**config.mk**
```make
export PLATFORM = sky130hd
export DESIGN_NAME = rx_word_sm
export DESIGN_NICKNAME = d
export VERILOG_FILES = /design/src/rtl/rx_word_sm.sv
export SDC_FILE = /design/constraint.sdc
export NUM_CORES = 1
export LEC_CHECK = 0
export ABC_AREA = 1
export BUFFER_PORTS_ARGS = -buffer_cell sky130_fd_sc_hd__buf_4
export CAP_MARGIN = 20
export CORE_ASPECT_RATIO = 1.5
export CORE_MARGIN = 2
export CORE_UTILIZATION = 25
export DETAILED_ROUTE_END_ITERATION = 8
export HOLD_SLACK_MARGIN = 0.08
export PLACE_DENSITY = 0.43
export SLEW_MARGIN = 5
export SYNTH_ARGS = -nofsm -noshare
export SYNTH_HDL_FRONTEND = slang
export SYNTH_SLANG_ARGS = --single-unit
```
**constraint.sdc**
```tcl
create_clock -name clk -period 1.31 [get_ports clk]
set_clock_uncertainty 0.1 [all_clocks]
set_input_delay 0.393 -clock clk [delete_from_list [all_inputs] [get_ports clk]]
set_output_delay 0.393 -clock clk [all_outputs]
set_load 0.01 [all_outputs]
```
**src/rtl/rx_word_sm.sv**
```systemverilog
// Serial receive controller: packs WORD_W serial bits into a word, writes it to RX memory
// and raises rx_finish once NUM_WORDS words of the frame have been stored.
module rx_word_sm #(
  parameter int WORD_W    = 8,
  parameter int NUM_WORDS = 4,
  parameter int ADDR_W    = 2,
  parameter bit MSB_FIRST = 1'b1
) (
  input  logic              clk,
  input  logic              rst_n,
  input  logic              tx_valid,
  input  logic              tx_data,
  input  logic              rx_start,
  output logic              rx_ready,
  output logic              mem_we,
  output logic [ADDR_W-1:0] mem_addr,
  output logic [WORD_W-1:0] mem_wdata,
  output logic              rx_finish,
  output logic              frame_err
);

  localparam int CNT_W = $clog2(WORD_W + 1);
  localparam logic [CNT_W-1:0]  LAST_BIT  = CNT_W'(WORD_W - 1);
  localparam logic [ADDR_W-1:0] LAST_ADDR = ADDR_W'(NUM_WORDS - 1);

  typedef enum logic [2:0] {IDLE, SHIFT, WRITE, INC, DONE} state_e;

  state_e            state_q, state_d;
  logic [CNT_W-1:0]  cnt_q, cnt_d;
  logic [ADDR_W-1:0] addr_q, addr_d;
  logic [WORD_W-1:0] shreg_q, shreg_d;
  logic              ferr_d;
  logic              ready_q, we_q, finish_q, ferr_q;
  logic              accept;
  logic [WORD_W-1:0] shifted;

  assign accept = tx_valid & ((state_q == IDLE) | (state_q == SHIFT));

  generate
    if (MSB_FIRST) begin : g_msb_first
      assign shifted = {shreg_q[WORD_W-2:0], tx_data};
    end else begin : g_lsb_first
      assign shifted = {tx_data, shreg_q[WORD_W-1:1]};
    end
  endgenerate

  always_comb begin
    state_d = state_q;
    cnt_d   = cnt_q;
    addr_d  = addr_q;
    shreg_d = shreg_q;
    ferr_d  = 1'b0;
    // Restart overrides every transition and silently drops any partial word.
    if (rx_start) begin
      state_d = IDLE;
      cnt_d   = '0;
      addr_d  = '0;
      shreg_d = '0;
    end else begin
      if (accept) begin
        shreg_d = shifted;
        cnt_d   = cnt_q + 1'b1;
      end
      case (state_q)
        IDLE: begin
          if (accept) state_d = SHIFT;
        end
        SHIFT: begin
          if (!tx_valid) begin
            state_d = IDLE;
            cnt_d   = '0;
            ferr_d  = 1'b1;
          end else if (cnt_q == LAST_BIT) begin
            state_d = WRITE;
          end
        end
        WRITE: begin
          cnt_d   = '0;
          state_d = INC;
        end
        INC: begin
          if (addr_q == LAST_ADDR) begin
            addr_d  = '0;
            state_d = DONE;
          end else begin
            addr_d  = addr_q + 1'b1;
            state_d = IDLE;
          end
        end
        DONE:    state_d = DONE;
        default: state_d = IDLE;
      endcase
    end
  end

  // Moore outputs are registered from the next state so they line up with state_q.
  always_ff @(posedge clk or negedge rst_n) begin
    if (!rst_n) begin
      state_q  <= IDLE;
      cnt_q    <= '0;
      addr_q   <= '0;
      shreg_q  <= '0;
      ready_q  <= 1'b1;
      we_q     <= 1'b0;
      finish_q <= 1'b0;
      ferr_q   <= 1'b0;
    end else begin
      state_q  <= state_d;
      cnt_q    <= cnt_d;
      addr_q   <= addr_d;
      shreg_q  <= shreg_d;
      ready_q  <= (state_d == IDLE) || (state_d == SHIFT);
      we_q     <= (state_d == WRITE);
      finish_q <= (state_d == DONE);
      ferr_q   <= ferr_d;
    end
  end

  assign rx_ready  = ready_q;
  assign mem_we    = we_q;
  assign mem_addr  = addr_q;
  assign mem_wdata = shreg_q;
  assign rx_finish = finish_q;
  assign frame_err = ferr_q;

endmodule

```
==> summary.log, run 1 <==
[place] area post-placement 1200 sq um
[yosys] yosys warns 0
[yosys] count of mapped cells out of synthesis 109
[cts] H-Tree Level Count 1
[critical_path] sort of element at the end of the critical path output port
[detailed_routing] number of iterations in the first detailed-routing pass 4
[place] detailed placement HPWL 1587 um
[power] combinational share of power 13.5%
[floorplanning] number of top-level pins 19
[layout] sequential standard cell area 528.0 sq um
[sta] Final Max Slew Viols 0
[critical_path] slack of the worst reg-to-reg path 0.07 ns
[sta] hold violation total from the final report 0
[detailed_routing] total wirelength of the detailed-routed design 2297 um
[status] violated checks negative setup slack
[critical_path] longest individual stage delay on the worst path 0.53 ns
[grt] GRT Overall Usage 11.65%
[place] count of buffers inserted at the top-level ports 18
[cts] register clock-pin slew on the reported worst setup and hold paths 0.08 ns
[critical_path] CP Data Required Time 0.82 ns
[layout] post-route cell area 1460 sq um
[power] Internal 0.9521 mW
[sta] slew at the pin closest to its max-slew limit 0.2709 ns
[critical_path] crit-path leading delay family flip-flops
[layout] final layout net count 154
[power] share of power burned in the clock network 33.2%
[yosys] count of flip-flops with a built-in enable after synthesis 0
[detailed_routing] via count of the routed design 852
[sta] setup repair after global routing missed its margin true
[cts] clock latency at the later pin of the worst-skew pair 0.26 ns
[grt] antenna violations before repair 0
[power] Lkg Pwr 0.7319 nW
[sta] post-layout worst setup margin -0.06276 ns
[critical_path] cell breakdown of the critical path buf_6
[grt] via count of the first global-routing pass 857
[floorplanning] effective utilization at floorplan 26.30%
[yosys] sequential share of the synthesized area 53.91%
[yosys] fraction of post-synthesis cell area in the top cell type by area 51.22%
[sta] minimum clock period 1.373 ns
[critical_path] critical path startpoint category flip-flop
[yosys] cell accounting for the most synthesized area dfrtp_1
[status] outcome finished, violations left
[yosys] Seq cells post-synth 21
[place] pre-CTS setup slack 0.003979 ns
[floorplanning] Site Rows 27
[run] number of maximum-capacitance violations 0
[critical_path] Crit-path slowest cell dfstp_2
[sta] max frequency 728.5 MHz
[yosys] share of flip-flops with an asynchronous set or reset after synthesis 100.0%
[detailed_routing] Routed Antenna Nets 0
[grt] wire length of the first global-routing pass 3739 um
[layout] ratio of cells with drive above 1 in the final layout 44.52%
[hold_path] Hold Path Class primary input to flip-flop
[power] worst voltage drop across the vdd grid 0.5332 mV
[place] GPL Wtd Cong 0.7907
[yosys] predominant post-synthesis flop cell dfrtp_1
[cts] root buffer selected by CTS clkbuf_8
[cts] clock tree from TritonCTS built
[critical_path] critical setup path kind flip-flop to output port
[power] switching share of power 24.61%
[sta] Worst slew margin 81.86%
[critical_path] top fanout value on the critical path 1
[yosys] post-synthesis instance area 977.2 sq um
[floorplanning] DIE HEIGHT 80.57 um
[layout] area of the multi-input gates 447.9 sq um
[power] Power Dens Cells 865.0 nW/um^2
[detailed_routing] Avg Vias per Cell 4.508
[cts] Num CTS Buffers 3
[yosys] average instance area after synthesis 8.965 sq um
[yosys] cell types with the largest area share after synthesis dfrtp_1, nand3_1, nor2_1
[detailed_routing] DR WL/cell 12.15 um
[sta] setup violators final 2
[layout] layout overhead on the synthesized area 49.42%
[yosys] Netlist cell types 24
[layout] Ant. Diodes 0
[yosys] commonest cells in the netlist dfrtp_1, nor2_1, nand3_1
[yosys] total nets after synthesis 116
[cts] buffers from clock root to sink, at most 2
[detailed_routing] DRC violation count after routing 0
[floorplanning] horizontal die dimension 55.05 um
[detailed_routing] DRC violation total after the first TritonRoute iteration 9
[floorplanning] Core Footprint 3716 sq um
[floorplanning] floorplan die area 4435 sq um
[sta] final critical-path share of the clock period 104.8%
[critical_path] crit path buf inv count 1
[layout] filler cell count in the final layout 384
[power] sequential share of power 53.3%
[critical_path] data arrival time at the worst-slack endpoint 0.88 ns
[grt] maximum number of pins on one net before global-route repair 22
[power] switching power summed over all nets 0.3108 mW
[grt] sum of overflow across all layers after global routing 0
[cts] clock tree sinks 21
[yosys] most common cell in the synthesized netlist dfrtp_1
## through the flow
step	power (mW)	hold slack [ns]	TNS, ns	utilization [%]	std cells
detailed placement	0.8160	0.1973	0	32.29	173
CTS	1.252	0.2450	-0.07477	35.22	184
global route	1.340	0.2672	-0.2524	39.29	189
floorplan	0.7526	-0.002591	0	-	109
global placement	0.8163	0.2001	0	32.29	173
finish	1.263	0.2650	-0.07052	39.29	189
## cells in the final DEF, fill, tap and decap left out
master,count
xor2_1,1
clkbuf_8,3
inv_1,10
ha_2,1
nor2_4,1
a21oi_2,1
clkinv_2,1
nand3_2,3
inv_2,3
ha_4,1
o31ai_2,1
dfrtp_2,1
o21ai_1,8
o21ai_0,2
buf_4,22
dfstp_2,1
nor2_2,4
o211ai_1,1
nor3_1,2
dfrtp_1,19
o31ai_1,2
nand4_1,2
o21ai_2,1
nand3_1,12
buf_6,9
buf_12,2
nand2_1,8
dlygate4sd3_1,1
inv_4,3
nand3_4,2
or2_0,1
nand2_2,5
nor2_1,12
## power groups by stage
stage / clock, mW / sequential (mW) / combinational (mW)
6_report: 0.419 / 0.673 / 0.170
5_1_grt: 0.471 / 0.676 / 0.193
4_1_cts: 0.439 / 0.672 / 0.141
3_5_place_dp: 0 / 0.687 / 0.129
3_3_place_gp: 0 / 0.686 / 0.130
2_1_floorplan: 0 / 0.687 / 0.0658
## worst register-to-register path: cells and delay by family, from the launching register on
family | cells | cell delay (ns)
buffers and inverters | 1 | 0.13
and+or+nand+nor | 5 | 0.41
adders and majority gates | 1 | 0.14
DFF | 1 | 0.41
## routing by layer
| layer | vias to the layer above | track usage (%) | wire length (um) |
|---|---|---|---|
| li1 | 435 | - | - |
| met5 | - | 0 | 0 |
| met2 | 8 | 19.52 | 1251 |
| met1 | 407 | 13.75 | 969 |
| met4 | 0 | 5.854 | 25 |
| met3 | 2 | 1.859 | 50 |
## state kept, by name (all words and copies together), names as in the netlist
| name | flops |
|---|---|
| rx_finish | 1 |
| mem_wdata | 8 |
| state_q | 3 |
| frame_err | 1 |
| mem_we | 1 |
| mem_addr | 2 |
| cnt_q | 4 |
| rx_ready | 1 |
## final timing paths
kind                                     startpoint  cells past startpoint                       end
max                              rx_ready$_DFF_PN1_                      1                  rx_ready
min                                        tx_valid                      2       frame_err$_DFF_PN0_
max reg2reg                 mem_addr[1]$_DFFE_PN0P_                      7          mem_we$_DFF_PN0_
min reg2reg                mem_wdata[2]$_DFFE_PN0P_                      2  mem_wdata[2]$_DFFE_PN0P_
max in group asynchronous                     rst_n                      2        rx_ready$_DFF_PN1_
min in group asynchronous                     rst_n                      2       rx_finish$_DFF_PN0_
## what timing repair did
item | 4_1_cts | 5_1_grt
endpoints found under the hold margin | 20 | 0
pin swaps | 0 | 9
hold buffers | 1 | 0
setup endpoints to repair | 7 | 20
gates cloned | 0 | 1
setup buffers | 6 | 4
gates resized for setup | 2 | 28
## kinds of logic (layout without fill, tap and decap cells)
family                   after synthesis  count (layout)  synth area share [%]
XOR/XNOR                               1               1                0.8965
flip-flops                            21              21                 53.91
AND/OR/NAND/NOR                       51              52                 25.23
adder cells (fa/ha/maj)                2               2                 2.560
buffers and inverters                 18              54                 7.810
AO/OA/AOI/OAI                         16              16                 9.602
## area by class of cell
type / count / share of cell area, %
clock buffers: 3 / 2.828
multi-input cells: 71 / 30.68
repair buffers: 34 / 21.68
clock inverters: 1 / 0.3428
inverters: 16 / 4.627
flip-flops and latches: 21 / 36.16
well taps: 43 / 3.685
Note: power is estimated with default switching activity, not from simulation.
==> run 2, diff against run 1 <==
Settings changed: SETUP_SLACK_MARGIN set to 0.15.
==> summary.log, run 2 (same netlist as run 1, synthesis figures left out) <==
[cts] clock tree sinks 21 [unchanged]
[sta] Worst slew margin 66.77% [was 81.86%]
[power] Power Dens Cells 765.3 nW/um^2 [was 865.0 nW/um^2]
[floorplanning] Site Rows 27 [unchanged]
[grt] sum of overflow across all layers after global routing 0 [unchanged]
[layout] filler cell count in the final layout 375 [was 384]
[grt] maximum number of pins on one net before global-route repair 22 [unchanged]
[critical_path] Worst setup startpoint rx_ready$_DFF_PN1_ [unchanged]
[critical_path] CP Data Required Time 0.82 ns [about the same]
[cts] clock tree from TritonCTS built [unchanged]
[status] violated checks negative setup slack [unchanged]
[hold_path] Hold Path Class primary input to flip-flop [unchanged]
[sta] post-layout worst setup margin -0.06308 ns [was -0.06276 ns]
[critical_path] number of cells on the worst reg-to-reg path 7 [unchanged]
[layout] ratio of cells with drive above 1 in the final layout 60.67% [was 44.52%]
[grt] via count of the first global-routing pass 924 [was 857]
[critical_path] crit path buf inv count 1 [unchanged]
[place] number of placed instances, taps included 174 [was 173]
[critical_path] R2R Path Start state_q[2]$_DFF_PN0_ [was mem_addr[1]$_DFFE_PN0P_]
[floorplanning] horizontal die dimension 55.05 um [unchanged]
[place] count of buffers inserted at the top-level ports 18 [unchanged]
[critical_path] crit-path leading delay family flip-flops [unchanged]
[critical_path] cell count along the critical path 1 [unchanged]
[sta] max frequency 728.3 MHz [was 728.5 MHz]
[floorplanning] number of top-level pins 19 [unchanged]
[cts] H-Tree Level Count 1 [unchanged]
[floorplanning] effective utilization at floorplan 26.30% [unchanged]
[floorplanning] floorplan die area 4435 sq um [unchanged]
[layout] filler-free cell count of the finished design 193 [was 189]
[place] area post-placement 1195 sq um [was 1200 sq um]
[detailed_routing] DRC violation count after routing 0 [unchanged]
[detailed_routing] total wirelength of the detailed-routed design 2532 um [was 2297 um]
[sta] setup violators final 1 [was 2]
[detailed_routing] DR WL/cell 13.12 um [was 12.15 um]
[layout] layout overhead on the synthesized area 72.21% [was 49.42%]
[critical_path] worst setup path endpoint rx_ready [unchanged]
[floorplanning] DIE HEIGHT 80.57 um [unchanged]
[cts] buffers from clock root to sink, at most 2 [unchanged]
[layout] commonest cells after routing, fill and taps aside buf_6, dfrtp_1, buf_4 [was buf_4, dfrtp_1, nor2_1, nand3_1, inv_1]
[critical_path] reg2reg end mem_we$_DFF_PN0_ [unchanged]
[grt] GRT Overall Usage 12.41% [was 11.65%]
[critical_path] critical path startpoint category flip-flop [unchanged]
[cts] Num CTS Buffers 3 [unchanged]
[critical_path] cell breakdown of the critical path buf_6 [unchanged]
[critical_path] sort of element at the end of the critical path output port [unchanged]
[sta] hold violation total from the final report 0 [unchanged]
[sta] minimum clock period 1.373 ns [about the same]
[detailed_routing] via count of the routed design 902 [was 852]
[cts] root buffer selected by CTS clkbuf_8 [unchanged]
[run] number of maximum-capacitance violations 0 [unchanged]
[grt] antenna violations before repair 0 [unchanged]
[place] detailed placement HPWL 1524 um [was 1587 um]
[critical_path] critical setup path kind flip-flop to output port [unchanged]
[detailed_routing] Avg Vias per Cell 4.674 [was 4.508]
[layout] most common library cell in the layout ignoring fill and taps buf_6 [was buf_4]
[grt] wire length of the first global-routing pass 4029 um [was 3739 um]
[power] worst voltage drop across the vdd grid 0.5918 mV [was 0.5332 mV]
[critical_path] slack of the worst reg-to-reg path 0.01 ns [was 0.07 ns]
[cts] clock latency at the later pin of the worst-skew pair 0.26 ns [about the same]
[sta] final critical-path share of the clock period 104.8% [about the same]
[detailed_routing] Routed Antenna Nets 0 [unchanged]
[critical_path] data arrival time at the worst-slack endpoint 0.88 ns [about the same]
[sta] slew at the pin closest to its max-slew limit 0.4977 ns [was 0.2709 ns]
[layout] post-route cell area 1683 sq um [was 1460 sq um]
[detailed_routing] number of iterations in the first detailed-routing pass 2 [was 4]
[critical_path] longest individual stage delay on the worst path 0.53 ns [about the same]
[layout] Ant. Diodes 0 [unchanged]
[power] Total Power Consumption 1.288 mW [was 1.263 mW]
[sta] Final Max Slew Viols 0 [unchanged]
[critical_path] top fanout value on the critical path 1 [unchanged]
[cts] register clock-pin slew on the reported worst setup and hold paths 0.08 ns [about the same]
[detailed_routing] DRC violation total after the first TritonRoute iteration 12 [was 9]
[critical_path] Crit-path slowest cell dfstp_2 [unchanged]
[power] Lkg Pwr 0.7778 nW [was 0.7319 nW]
[status] outcome finished, violations left [unchanged]
[layout] final layout net count 158 [was 154]
[place] GPL Wtd Cong 0.7585 [was 0.7907]
[layout] number of flip-flops in the largest register 8 [unchanged]
[floorplanning] Core Footprint 3716 sq um [unchanged]
[sta] setup repair after global routing missed its margin true [unchanged]
## run 2: changes by cell type in the layout (fill, tap and decap cells not counted), moves of 3 or more
cell / change
buf_4: -6
buf_6: +12
inv_1: -3
inv_2: +3
nand2_1: -5
nand3_1: -6
nand3_4: +3
o21ai_1: -4
o21ai_2: +6
o31ai_4: +3
## run 2: repair_timing
item	in CTS	in global routing
pin swaps	10	5
resized for setup	49	32
setup endpoints to repair	30	34
setup buffers	11	3
endpoints found under the hold margin	20	0
hold buffers	1	0
## run 2: per-layer routing
layer	vias up	global-route usage [%]	wire, um
met1	442	15.57	964
met5	-	0	0
met2	13	20.12	1430
met4	0	5.122	60
met3	7	2.416	76
li1	440	-	-
## run 2: worst min-delay path by stage
stage	slack, ns	to	startpoint	cells past startpoint
floorplan	-0.003	cnt_q[0]$_DFF_PN0_	rst_n	0
global placement	0.19	rx_finish$_DFF_PN0_	rst_n	1
detailed placement	0.20	rx_finish$_DFF_PN0_	rst_n	1
CTS	0.24	frame_err$_DFF_PN0_	tx_valid	2
global route	0.27	frame_err$_DFF_PN0_	tx_valid	2
finish	0.27	frame_err$_DFF_PN0_	tx_valid	2
## run 2: worst reg2reg max path: stages (launching register included)
cell	delay [ns]
dfrtp_1	0.41
inv_4	0.13
buf_6	0.11
nand4_1	0.11
nand2_2	0.14
nand2_4	0.07
nand3_2	0.08
nor2_1	0.04
## run 2: power breakdown
group          switching [mW]  internal, mW
logic                   0.112        0.0801
registers              0.0126         0.662
clock network           0.205         0.216
## run 2: area by class of cell
cell class | instances | area [sq um] | area share [%]
inverter | 16 | 70.07 | 4.164
clock buffer | 4 | 45.04 | 2.677
tap | 43 | 53.80 | 3.197
multi-input combinational | 70 | 600.6 | 35.69
sequential | 21 | 526.8 | 31.30
timing repair buffer | 39 | 386.6 | 22.97
## run 2: metrics by stage
step                setup slack [ns]  setup TNS (ns)  hold WS (ns)  utilization (%)
floorplan                     0.1523               0     -0.002591                -
global placement             0.07882               0        0.1945            32.15
detailed placement           0.06526               0        0.1972            32.15
CTS                         -0.07231        -0.07231        0.2418            41.31
global route                -0.08876         -0.2579        0.2658            45.29
finish                      -0.06308        -0.06308        0.2696            45.29
==> run 3, diff against run 2 <==
==> constraint.sdc (replaced) <==
create_clock -name clk -period 1.31 [get_ports clk]
set_clock_uncertainty 0.1 [all_clocks]
set_input_delay 0.262 -clock clk [delete_from_list [all_inputs] [get_ports clk]]
set_output_delay 0.262 -clock clk [all_outputs]
set_load 0.01 [all_outputs]
==> summary.log, run 3 (same netlist as run 1, synthesis figures left out) <==
[detailed_routing] DR WL/cell 12.25 um [was 13.12 um]
[critical_path] sort of element at the end of the critical path output port [unchanged]
[grt] via count of the first global-routing pass 908 [was 924]
[layout] layout overhead on the synthesized area 45.33% [was 72.21%]
[critical_path] critical path startpoint category flip-flop [unchanged]
[hold_path] Hold Crit Start tx_valid [unchanged]
[critical_path] slack of the worst reg-to-reg path 0.07 ns [was 0.01 ns]
[cts] register clock-pin slew on the reported worst setup and hold paths 0.07 ns [was 0.08 ns]
[critical_path] cell breakdown of the critical path buf_6 [unchanged]
[detailed_routing] total wirelength of the detailed-routed design 2279 um [was 2532 um]
[grt] sum of overflow across all layers after global routing 0 [unchanged]
[sta] slew at the pin closest to its max-slew limit 0.3311 ns [was 0.4977 ns]
[cts] root buffer selected by CTS clkbuf_8 [unchanged]
[sta] setup repair after global routing missed its margin true [unchanged]
[layout] commonest cells after routing, fill and taps aside dfrtp_1, buf_4, nor2_1 [was buf_6, dfrtp_1, buf_4]
[critical_path] top fanout value on the critical path 1 [unchanged]
[grt] maximum number of pins on one net before global-route repair 22 [unchanged]
[grt] antenna violations before repair 0 [unchanged]
[floorplanning] effective utilization at floorplan 26.30% [unchanged]
[critical_path] data arrival time at the worst-slack endpoint 0.88 ns [about the same]
[place] count of buffers inserted at the top-level ports 18 [unchanged]
[detailed_routing] Avg Vias per Cell 4.500 [was 4.674]
[run] number of maximum-capacitance violations 0 [unchanged]
[power] Power Dens Cells 877.9 nW/um^2 [was 765.3 nW/um^2]
[floorplanning] Core Footprint 3716 sq um [unchanged]
[detailed_routing] number of iterations in the first detailed-routing pass 4 [was 2]
[power] worst voltage drop across the vdd grid 0.5448 mV [was 0.5918 mV]
[critical_path] crit path buf inv count 1 [unchanged]
[cts] Num CTS Buffers 3 [unchanged]
[sta] hold violation total from the final report 0 [unchanged]
[critical_path] critical setup path kind flip-flop to output port [unchanged]
[status] outcome finished, final reports clean [was finished, violations left]
[detailed_routing] DRC violation total after the first TritonRoute iteration 6 [was 12]
[floorplanning] number of top-level pins 19 [unchanged]
[detailed_routing] via count of the routed design 837 [was 902]
[sta] setup violators final 0 [was 1]
[cts] buffers from clock root to sink, at most 2 [unchanged]
[critical_path] longest individual stage delay on the worst path 0.53 ns [about the same]
[critical_path] cell count along the critical path 1 [unchanged]
[place] GPL Wtd Cong 0.7907 [was 0.7585]
[sta] max frequency 805.7 MHz [was 728.3 MHz]
[cts] clock tree sinks 21 [unchanged]
[critical_path] Worst setup startpoint rx_ready$_DFF_PN1_ [unchanged]
[sta] Final Max Slew Viols 0 [unchanged]
[detailed_routing] Routed Antenna Nets 0 [unchanged]
[critical_path] Crit-path slowest cell dfstp_2 [unchanged]
[critical_path] R2R Path Start state_q[2]$_DFF_PN0_ [unchanged]
[layout] final layout net count 151 [was 158]
[cts] clock tree from TritonCTS built [unchanged]
[critical_path] reg2reg end cnt_q[1]$_DFF_PN0_ [was mem_we$_DFF_PN0_]
[cts] H-Tree Level Count 1 [unchanged]
[power] Lkg Pwr 0.7143 nW [was 0.7778 nW]
[cts] clock latency at the later pin of the worst-skew pair 0.26 ns [about the same]
[grt] GRT Overall Usage 12.08% [was 12.41%]
[grt] wire length of the first global-routing pass 3933 um [was 4029 um]
[layout] number of flip-flops in the largest register 8 [unchanged]
[floorplanning] horizontal die dimension 55.05 um [unchanged]
[detailed_routing] DRC violation count after routing 0 [unchanged]
[floorplanning] floorplan die area 4435 sq um [unchanged]
[sta] final critical-path share of the clock period 94.74% [was 104.8%]
[sta] Worst slew margin 77.90% [was 66.77%]
[layout] filler cell count in the final layout 394 [was 375]
[hold_path] cell depth of the worst hold path 2 [unchanged]
[floorplanning] Site Rows 27 [unchanged]
[floorplanning] DIE HEIGHT 80.57 um [unchanged]
[layout] most common library cell in the layout ignoring fill and taps dfrtp_1 [was buf_6]
[sta] TNS Setup 0 ns [was -0.06308 ns]
[critical_path] crit-path leading delay family flip-flops [unchanged]
[critical_path] number of cells on the worst reg-to-reg path 5 [was 7]
[hold_path] Hold Path Class primary input to flip-flop [unchanged]
[hold_path] Hold Path Sink frame_err$_DFF_PN0_ [unchanged]
[sta] minimum hold slack 0.1304 ns [was 0.2696 ns]
[sta] minimum clock period 1.241 ns [was 1.373 ns]
[layout] Ant. Diodes 0 [unchanged]
[place] detailed placement HPWL 1477 um [was 1524 um]
[layout] ratio of cells with drive above 1 in the final layout 42.66% [was 60.67%]
[critical_path] CP Data Required Time 0.95 ns [was 0.82 ns]
## run 3: cell count changes in the layout (fill, tap and decap cells not counted), sizes merged
cell	before	now
buf	38	31
clkbuf	4	3
clkinv	0	1
## run 3: what timing repair did
| action | CTS | global route |
|---|---|---|
| endpoints found under the setup margin | 23 | 31 |
| resized for setup | 23 | 9 |
| endpoints found under the hold margin | 21 | 0 |
| buffers inserted | 7 | 4 |
| pin swaps | 6 | 5 |
| hold buffers | 1 | 0 |
## run 3: metrics by stage
step           util, %  area (sq um)  setup slack (ns)  power [mW]  cells
4_1_cts          36.53          1358           0.06401       1.261    182
2_1_floorplan        -         977.2            0.1523      0.7532    109
5_1_grt          38.22          1420          -0.01047       1.321    186
3_3_place_gp     31.35          1165           0.06946      0.8018    170
6_report         38.22          1420           0.06892       1.247    186
3_5_place_dp     31.35          1165           0.02225      0.8037    170
## run 3: cell type report
class / instances / area, sq um / share of cell area (%)
Multi-Input combinational cell: 70 / 440.4 / 31.01
Timing Repair Buffer: 32 / 287.8 / 20.26
Clock inverter: 1 / 5.005 / 0.3524
Sequential cell: 21 / 526.8 / 37.09
Inverter: 16 / 65.06 / 4.582
Clock buffer: 3 / 41.29 / 2.907
Tap cell: 43 / 53.80 / 3.789
## run 3: per-layer routing
| metal | vias up | routed length, um | global-route usage [%] |
|---|---|---|---|
| met5 | - | 0 | 0 |
| li1 | 426 | - | - |
| met2 | 8 | 1204 | 19.52 |
| met1 | 401 | 1007 | 15.47 |
| met3 | 2 | 39 | 1.859 |
| met4 | 0 | 27 | 5.122 |
## run 3: worst max-delay path by stage
stage / end / slack (ns)
after global placement: mem_we$_DFF_PN0_ / 0.07
after global routing: mem_we$_DFF_PN0_ / -0.01
final: rx_ready / 0.07
after floorplan: mem_we$_DFF_PN0_ / 0.15
after CTS: rx_ready / 0.06
after detailed placement: mem_we$_DFF_PN0_ / 0.02
## run 3: report_power, final
part	switching [mW]	leakage, nW	total [mW]	internal (mW)
combinational	0.0879	0.403	0.151	0.0627
clock	0.210	0.0255	0.422	0.212
sequential	0.0126	0.286	0.674	0.662
total	0.311	0.714	1.25	0.936
